[config.mk]
export PLATFORM = sky130hd
export DESIGN_NAME = load_sequencer
export DESIGN_NICKNAME = d
export VERILOG_FILES = /design/src/rtl/load_sequencer.sv
export SDC_FILE = /design/constraint.sdc
export NUM_CORES = 1
export LEC_CHECK = 0
export ABC_AREA = 1
export ABC_CLOCK_PERIOD_IN_PS = 1900
export BUFFER_PORTS_ARGS = -buffer_cell sky130_fd_sc_hd__buf_2
export CAP_MARGIN = 30
export CELL_PAD_IN_SITES_DETAIL_PLACEMENT = 0
export CELL_PAD_IN_SITES_GLOBAL_PLACEMENT = 1
export CORE_MARGIN = 1
export CORE_UTILIZATION = 43
export CTS_BUF_LIST = sky130_fd_sc_hd__clkbuf_8
export DETAILED_ROUTE_END_ITERATION = 8
export HOLD_SLACK_MARGIN = 0.1
export PLACE_DENSITY = 0.86
export SLEW_MARGIN = 25
export SYNTH_ARGS = -nofsm -noshare
export SYNTH_HDL_FRONTEND = slang
export SYNTH_SLANG_ARGS = --single-unit
[constraint.sdc]
create_clock -name i_clk -period 1.9 [get_ports i_clk]
set_clock_uncertainty 0.05 [all_clocks]
set_input_delay 0 -clock i_clk [delete_from_list [all_inputs] [get_ports i_clk]]
set_output_delay 0 -clock i_clk [all_outputs]
set_load 0.1 [all_outputs]
[src/rtl/load_sequencer.sv]
// Serial-to-parallel frame collector that hands a 16-value frame to a loader via permit/ack.
// Optional even-parity check on a 17th bit is enabled by defining PARITY_CHECK_EN.
module load_sequencer #(
  parameter int unsigned ACK_TIMEOUT = 64
) (
  input  logic        i_clk,
  input  logic        i_rst_n,
  input  logic        i_start,
  input  logic        i_bit_in,
  input  logic        i_bit_valid,
  input  logic        i_ack,
  output logic [1:16] o_values,
  output logic        o_permit,
  output logic        o_busy,
  output logic        o_timeout,
  output logic        o_err
);

`ifdef PARITY_CHECK_EN
  typedef enum logic [1:0] {StIdle, StCollect, StHold, StParity} state_e;
`else
  typedef enum logic [1:0] {StIdle, StCollect, StHold} state_e;
`endif

  localparam logic [7:0] HoldLast = 8'(ACK_TIMEOUT - 1);

  state_e      r_state, w_state_d;
  logic [4:0]  r_count, w_count_d;
  logic [7:0]  r_hold_cnt, w_hold_cnt_d;
  logic [1:16] r_values, w_values_d;
  logic        r_permit, w_permit_d;
  logic        r_busy, w_busy_d;
  logic        r_timeout, w_timeout_d;
  logic        r_err, w_err_d;

`ifdef PARITY_CHECK_EN
  logic w_parity;
  assign w_parity = ^r_values;
`endif

  always_comb begin
    w_state_d    = r_state;
    w_count_d    = r_count;
    w_hold_cnt_d = r_hold_cnt;
    w_values_d   = r_values;
    w_permit_d   = r_permit;
    w_timeout_d  = 1'b0;
    w_err_d      = r_err;
    unique case (r_state)
      StIdle: begin
        if (i_start) begin
          w_state_d  = StCollect;
          w_count_d  = 5'd0;
          w_values_d = '0;
        end
      end
      StCollect: begin
        if (i_bit_valid) begin
          for (int i = 1; i <= 16; i++) begin
            if (r_count == 5'(i - 1)) w_values_d[i] = i_bit_in;
          end
          w_count_d = r_count + 5'd1;
          if (r_count == 5'd15) begin
`ifdef PARITY_CHECK_EN
            w_state_d = StParity;
`else
            w_state_d    = StHold;
            w_permit_d   = 1'b1;
            w_hold_cnt_d = 8'd0;
`endif
          end
        end
      end
`ifdef PARITY_CHECK_EN
      StParity: begin
        if (i_bit_valid) begin
          if (i_bit_in == w_parity) begin
            w_state_d    = StHold;
            w_permit_d   = 1'b1;
            w_hold_cnt_d = 8'd0;
          end else begin
            w_state_d = StIdle;
            w_err_d   = 1'b1;
          end
        end
      end
`endif
      StHold: begin
        // ack has priority over an expiring timeout in the same cycle
        if (i_ack) begin
          w_state_d  = StIdle;
          w_permit_d = 1'b0;
        end else if (r_hold_cnt == HoldLast) begin
          w_state_d   = StIdle;
          w_permit_d  = 1'b0;
          w_timeout_d = 1'b1;
        end else begin
          w_hold_cnt_d = r_hold_cnt + 8'd1;
        end
      end
      default: begin
        w_state_d  = StIdle;
        w_permit_d = 1'b0;
      end
    endcase
    w_busy_d = (w_state_d != StIdle);
  end

  always_ff @(posedge i_clk or negedge i_rst_n) begin
    if (!i_rst_n) begin
      r_state    <= StIdle;
      r_count    <= 5'd0;
      r_hold_cnt <= 8'd0;
      r_values   <= '0;
      r_permit   <= 1'b0;
      r_busy     <= 1'b0;
      r_timeout  <= 1'b0;
      r_err      <= 1'b0;
    end else begin
      r_state    <= w_state_d;
      r_count    <= w_count_d;
      r_hold_cnt <= w_hold_cnt_d;
      r_values   <= w_values_d;
      r_permit   <= w_permit_d;
      r_busy     <= w_busy_d;
      r_timeout  <= w_timeout_d;
      r_err      <= w_err_d;
    end
  end

  assign o_values  = r_values;
  assign o_permit  = r_permit;
  assign o_busy    = r_busy;
  assign o_timeout = r_timeout;
`ifdef PARITY_CHECK_EN
  assign o_err = r_err;
`else
  assign o_err = 1'b0;
`endif

endmodule

## Yosys cells after proc, flatten, opt, wreduce, memory -nomap -nowiden

Cells that the tools add are included.

| storage, ports and cells | value |
|---|---|
| input bits | 6 |
| logic and storage cells | 129 |
| output and inout port bits | 20 |
| register bits after elaboration | 34 |

| operators by class | value |
|---|---|
| eq/ne operators | 39 |
| reduce and logical (&&, ||, !) cells | 24 |
| multiplexer cells | 41 |
| bitwise logic cells | 1 |
| add/subtract/negate cells | 2 |

Operators by type and width:

| kind | count |
|---|---|
| 4-bit AND reduction | 17 |
| 5-bit by 4-bit equality test with 1-bit output (second input constant) | 8 |
| 2-bit != test (second input constant) | 20 |
| 16-bit two-way mux | 2 |
| 8-bit two-way mux | 4 |
| 16-bit case mux with 2 select lines | 1 |
| 1-bit two-way mux | 23 |
| 5-bit by 3-bit equality test with 1-bit output (second input constant) | 4 |
| 8-bit case mux with 2 select lines | 1 |
| 5-bit by 2-bit equality test with 1-bit output (second input constant) | 2 |
| 2-bit two-way mux | 5 |
| 5-bit two-way mux | 2 |
| 5-bit case mux with 2 select lines | 1 |
| 8-bit by 1-bit adder with 8-bit output (second input constant) | 1 |
| 8-bit by 6-bit equality test with 1-bit output (second input constant) | 1 |
| 2-bit case mux with 3 select lines | 1 |
| 2-bit nonzero test | 3 |
| 5-bit by 1-bit adder with 5-bit output (second input constant) | 1 |
| 5-bit by 1-bit equality test with 1-bit output (second input constant) | 1 |
| 5-bit logical NOT | 1 |
| 5-bit AND reduction | 1 |
| 3-bit != test (second input constant) | 1 |
| 1-bit case mux with 3 select lines | 1 |
| 3-bit AND reduction | 1 |
| 4 further kinds | 4 |

## Logic depth before layout (Yosys ltp)

| logic depth | value |
|---|---|
| word-level depth | 5 |
| mapped depth | 10 |
| gate-level depth less buffers | 10 |

## Worst setup path before layout

OpenSTA, ideal clock, no wires.

| timing | value |
|---|---|
| path type | flip-flop to flip-flop |
| start point | reg r_count[0] |
| end point | reg r_hold_cnt[5] |
| arrival time | 1,369 ps |
| setup slack | 354 ps |
| library setup time | 127 ps |
| buffers on the path | 1 |
| stages on the path, launching flop included | 11 |
| period minus slack after synthesis | 1,546 ps |
| required time | 1,723 ps |
| path through | dfrtp_1 ha_1 inv_1 nor2_1 ha_1 nand3_2 nand2_1 nand2_2 buf_6 nand2_1 o21ai_0 |

| on the way | value |
|---|---|
| cells in the longest elaborated chain, start to end | 3 |

Ends and longest elaborated chain:

| what | line | RTL |
|---|---|---|
| start: declaration | 28 | `logic [4:0] r_count, w_count_d;` |
| start signal: assignment | 121 | `r_count <= w_count_d;` |
| 5-bit by 4-bit equality test with 1-bit output | 63 | `if (r_count == 5'd15) begin` |
| 2-bit != test (no source line) | -- |  |
| 5-bit AND reduction (no source line) | -- |  |
| end signal: assignment | 122 | `r_hold_cnt <= w_hold_cnt_d;` |
| end: declaration | 29 | `logic [7:0] r_hold_cnt, w_hold_cnt_d;` |

Every way passes these cells.
A chain may end at the register's enable or synchronous reset.

## Final worst setup path

| timing | value |
|---|---|
| start point | reg r_count[0] |
| end point | reg r_hold_cnt[6] |

Same word-level chain as after synthesis.

==> summary.txt <==
Status
  • Outcome: completed

Placed design
  • Detailed placer's ending HPWL: 2.51 mm
  • Port bufs: 24
  • Placed Instances: 294
  • Final GP Congestion: 0.780
  • Dpl ws: 171 ps

Setup path
  • CP Launch Type: flip-flop
  • Worst Setup SP: r_count[0]$_DFFE_PN0P_
  • Crit Path Max Fanout: 14
  • CP Data Required Time: 2020 ps
  • Crit-path slowest cell: dfrtp_1
  • Crit Path Class: flip-flop to flip-flop
  • Critical Path End Type: flip-flop
  • Critical path cell sequence: ha_1 > inv_1 > nor2_1 > ha_1 > nand3_2 > nand2_1 > nand2_4 > nand2_1 > o21ai_0
  • CP peak stage delay: 410 ps
  • Crit path DAT: 1770 ps
  • Critical R2R Launch: r_count[0]$_DFFE_PN0P_

Synthesis
  • Synth top area cells: dfrtp_1 (47%), nand2_1 (16%), o21ai_0 (7.5%), ha_1 (4.2%), inv_1 (4.0%)
  • Area share of the largest cell type after synthesis: 47.5%
  • Yosys cell types: 26
  • Count leader, synth: nand2_1
  • Synthesized area per cell: 8.04 µm²
  • Synth top cells by count: nand2_1 (77), dfrtp_1 (34), o21ai_0 (27)
  • Ys async rst share: 100%
  • Main flop type after synthesis: dfrtp_1
  • Cells after synthesis: 223
  • Post-Syn Area: 1790 µm²
  • Area leader, netlist: dfrtp_1
  • Total of warnings raised by yosys: 0
  • Seq/Total Area, Yosys: 47.5%
  • EDFF count, synth: 0
  • Post-synthesis net count: 235
  • #FFs+latches synth: 34

Timing
  • Period utilization: 87.4%
  • Fmax: 602 MHz
  • Tmin final: 1660 ps
  • Max transition margin: 49.2%
  • Slew Viols, Final: 0
  • Fin. Hold Viols: 0
  • RSZ-0062 raised after global routing: false
  • Setup-failing EPs final: 0
  • Setup TNS: 0 ps
  • Final worst slack: 240 ps
  • Slew @ Worst Pin: 762 ps

Routing
  • Met2 WL post-DR: 1.47 mm
  • Vias: 1479
  • Post-DR vias/cell: 4.82
  • ANT nets after route: 0
  • Detailed Route WL: 3.48 mm
  • Wire per inst: 11.3 µm
  • DR top layer: met4
  • DRC violation count after routing: 0
  • Drt initial violations: 65
  • First-pass DRT Iterations: 4
  • Routed wl met3: 132 µm
  • M1 WL: 1.78 mm

GRT
  • First-pass GRT wire length: 5.87 mm
  • Tot GR Track Use: 18.0%
  • Initial antenna violation count: 0
  • Vias in the first global route: 1280
  • Largest net degree at the start of global routing: 35
  • Global route overflow: 0

Floorplanning
  • Row cnt: 23
  • Starting Density: 44.8%
  • Ports: 26
  • Die H: 66.6 µm
  • Core area: 4000 µm²
  • DIE WIDTH: 66.6 µm
  • DIE AREA: 4430 µm²

Clock network
  • Clk_lat worst skew: 280 ps
  • Clk slew on worst S/H paths: 70 ps
  • Largest buffer count on any clock path: 2
  • Setup Buffers After CTS: 0
  • Root Driver: clkbuf_8
  • Clock sink count: 34
  • H-tree levels: 2
  • CTS tree: yes
  • TritonCTS buffer count: 5

Job
  • Max-cap violations: 0

Finish
  • Diodes inserted: 0
  • Synthesis-to-layout area growth: 16.6%
  • Layout cells sized above 1: 18.3%
  • Nets: 268
  • Non-filler cells, final: 307

Hold path
  • Worst Hold Class: primary input to asynchronous set/reset pin
## metrics by stage
step           utilization (%)  instance area (µm²)  hold WS [ps]
5_1_grt                   52.3                 2090           346
3_3_place_gp              48.6                 1940          62.8
4_1_cts                   52.1                 2090           299
6_report                  52.3                 2090           264
2_1_floorplan                -                 1790          -346
3_5_place_dp              48.6                 1940          71.4
## sequential cells by signal (all words and copies together), names as in the netlist
signal      flops
r_count         5
r_hold_cnt      8
o_permit        1
o_timeout       1
o_values       16
r_state         2
o_busy          1
## metal layers
layer / vias up / track usage (%)
li1: 784 / -
met1: 648 / 24.9
met2: 37 / 25.9
met3: 10 / 4.11
met4: 0 / 9.57
met5: - / 0
## kinds of logic after synthesis
logic type,Yosys count,synth area share (%)
buffers and inverters,27,7.75
AND/OR/NAND/NOR,109,26.7
AO/OA/AOI/OAI,45,13.2
adder cells (fa/ha/maj),6,4.19
XOR/XNOR,1,0.489
flip-flops,34,47.5
other,1,0.209
## final cells by class
cell class	instances	area (µm²)
tap	50	62.6
sequential	34	851
clock buffer	6	82.6
multi-input combinational	162	808
clock inverter	2	8.76
timing repair buffer	33	200
inverter	20	77.6
fill	375	1910
## what timing repair did
item,CTS,global route
hold buffers,5,0
gates resized for setup,0,1
setup endpoints to repair,0,6
endpoints found under the hold margin,45,0
## path summary, 6_finish.rpt
kind                                        endpoint  cells past startpoint  slack [ps]
setup / recovery           r_hold_cnt[6]$_DFFE_PN0P_                      9         240
hold / removal              o_values[13]$_DFFE_PN0P_                      2         260
hold reg to reg              o_values[9]$_DFFE_PN0P_                      2         440
min in group i_clk               o_timeout$_DFF_PN0_                      3         360
setup reg to reg           r_hold_cnt[6]$_DFFE_PN0P_                      9         240
max in group asynchronous   o_values[10]$_DFFE_PN0P_                      2        1040
## cell usage in the layout (no fill, tap or decap), types with 2 or more instances in the layout
master         instances
nand2_4                2
o21ai_0               27
inv_1                 20
nand4_1                4
nor2_1                 7
ha_1                   6
clkbuf_8               6
buf_2                 24
o21ai_1               13
buf_4                  4
nand3_1               12
nand2_1               77
dlygate4sd3_1          5
nor2_4                 2
nand3_2                2
o21ai_2                2
dfrtp_1               34
## worst max-delay path: cells and delay by family, from the launching register on
kind | cells | cell delay, ps
AND/OR/NAND/NOR | 5 | 520
AO/OA/AOI/OAI | 1 | 70
flip-flops | 1 | 410
adder cells (fa/ha/maj) | 2 | 420
buffers and inverters | 1 | 60
Power is not shown: default switching activity piles up to over one toggle a cycle in this logic, so the estimate is an artifact.
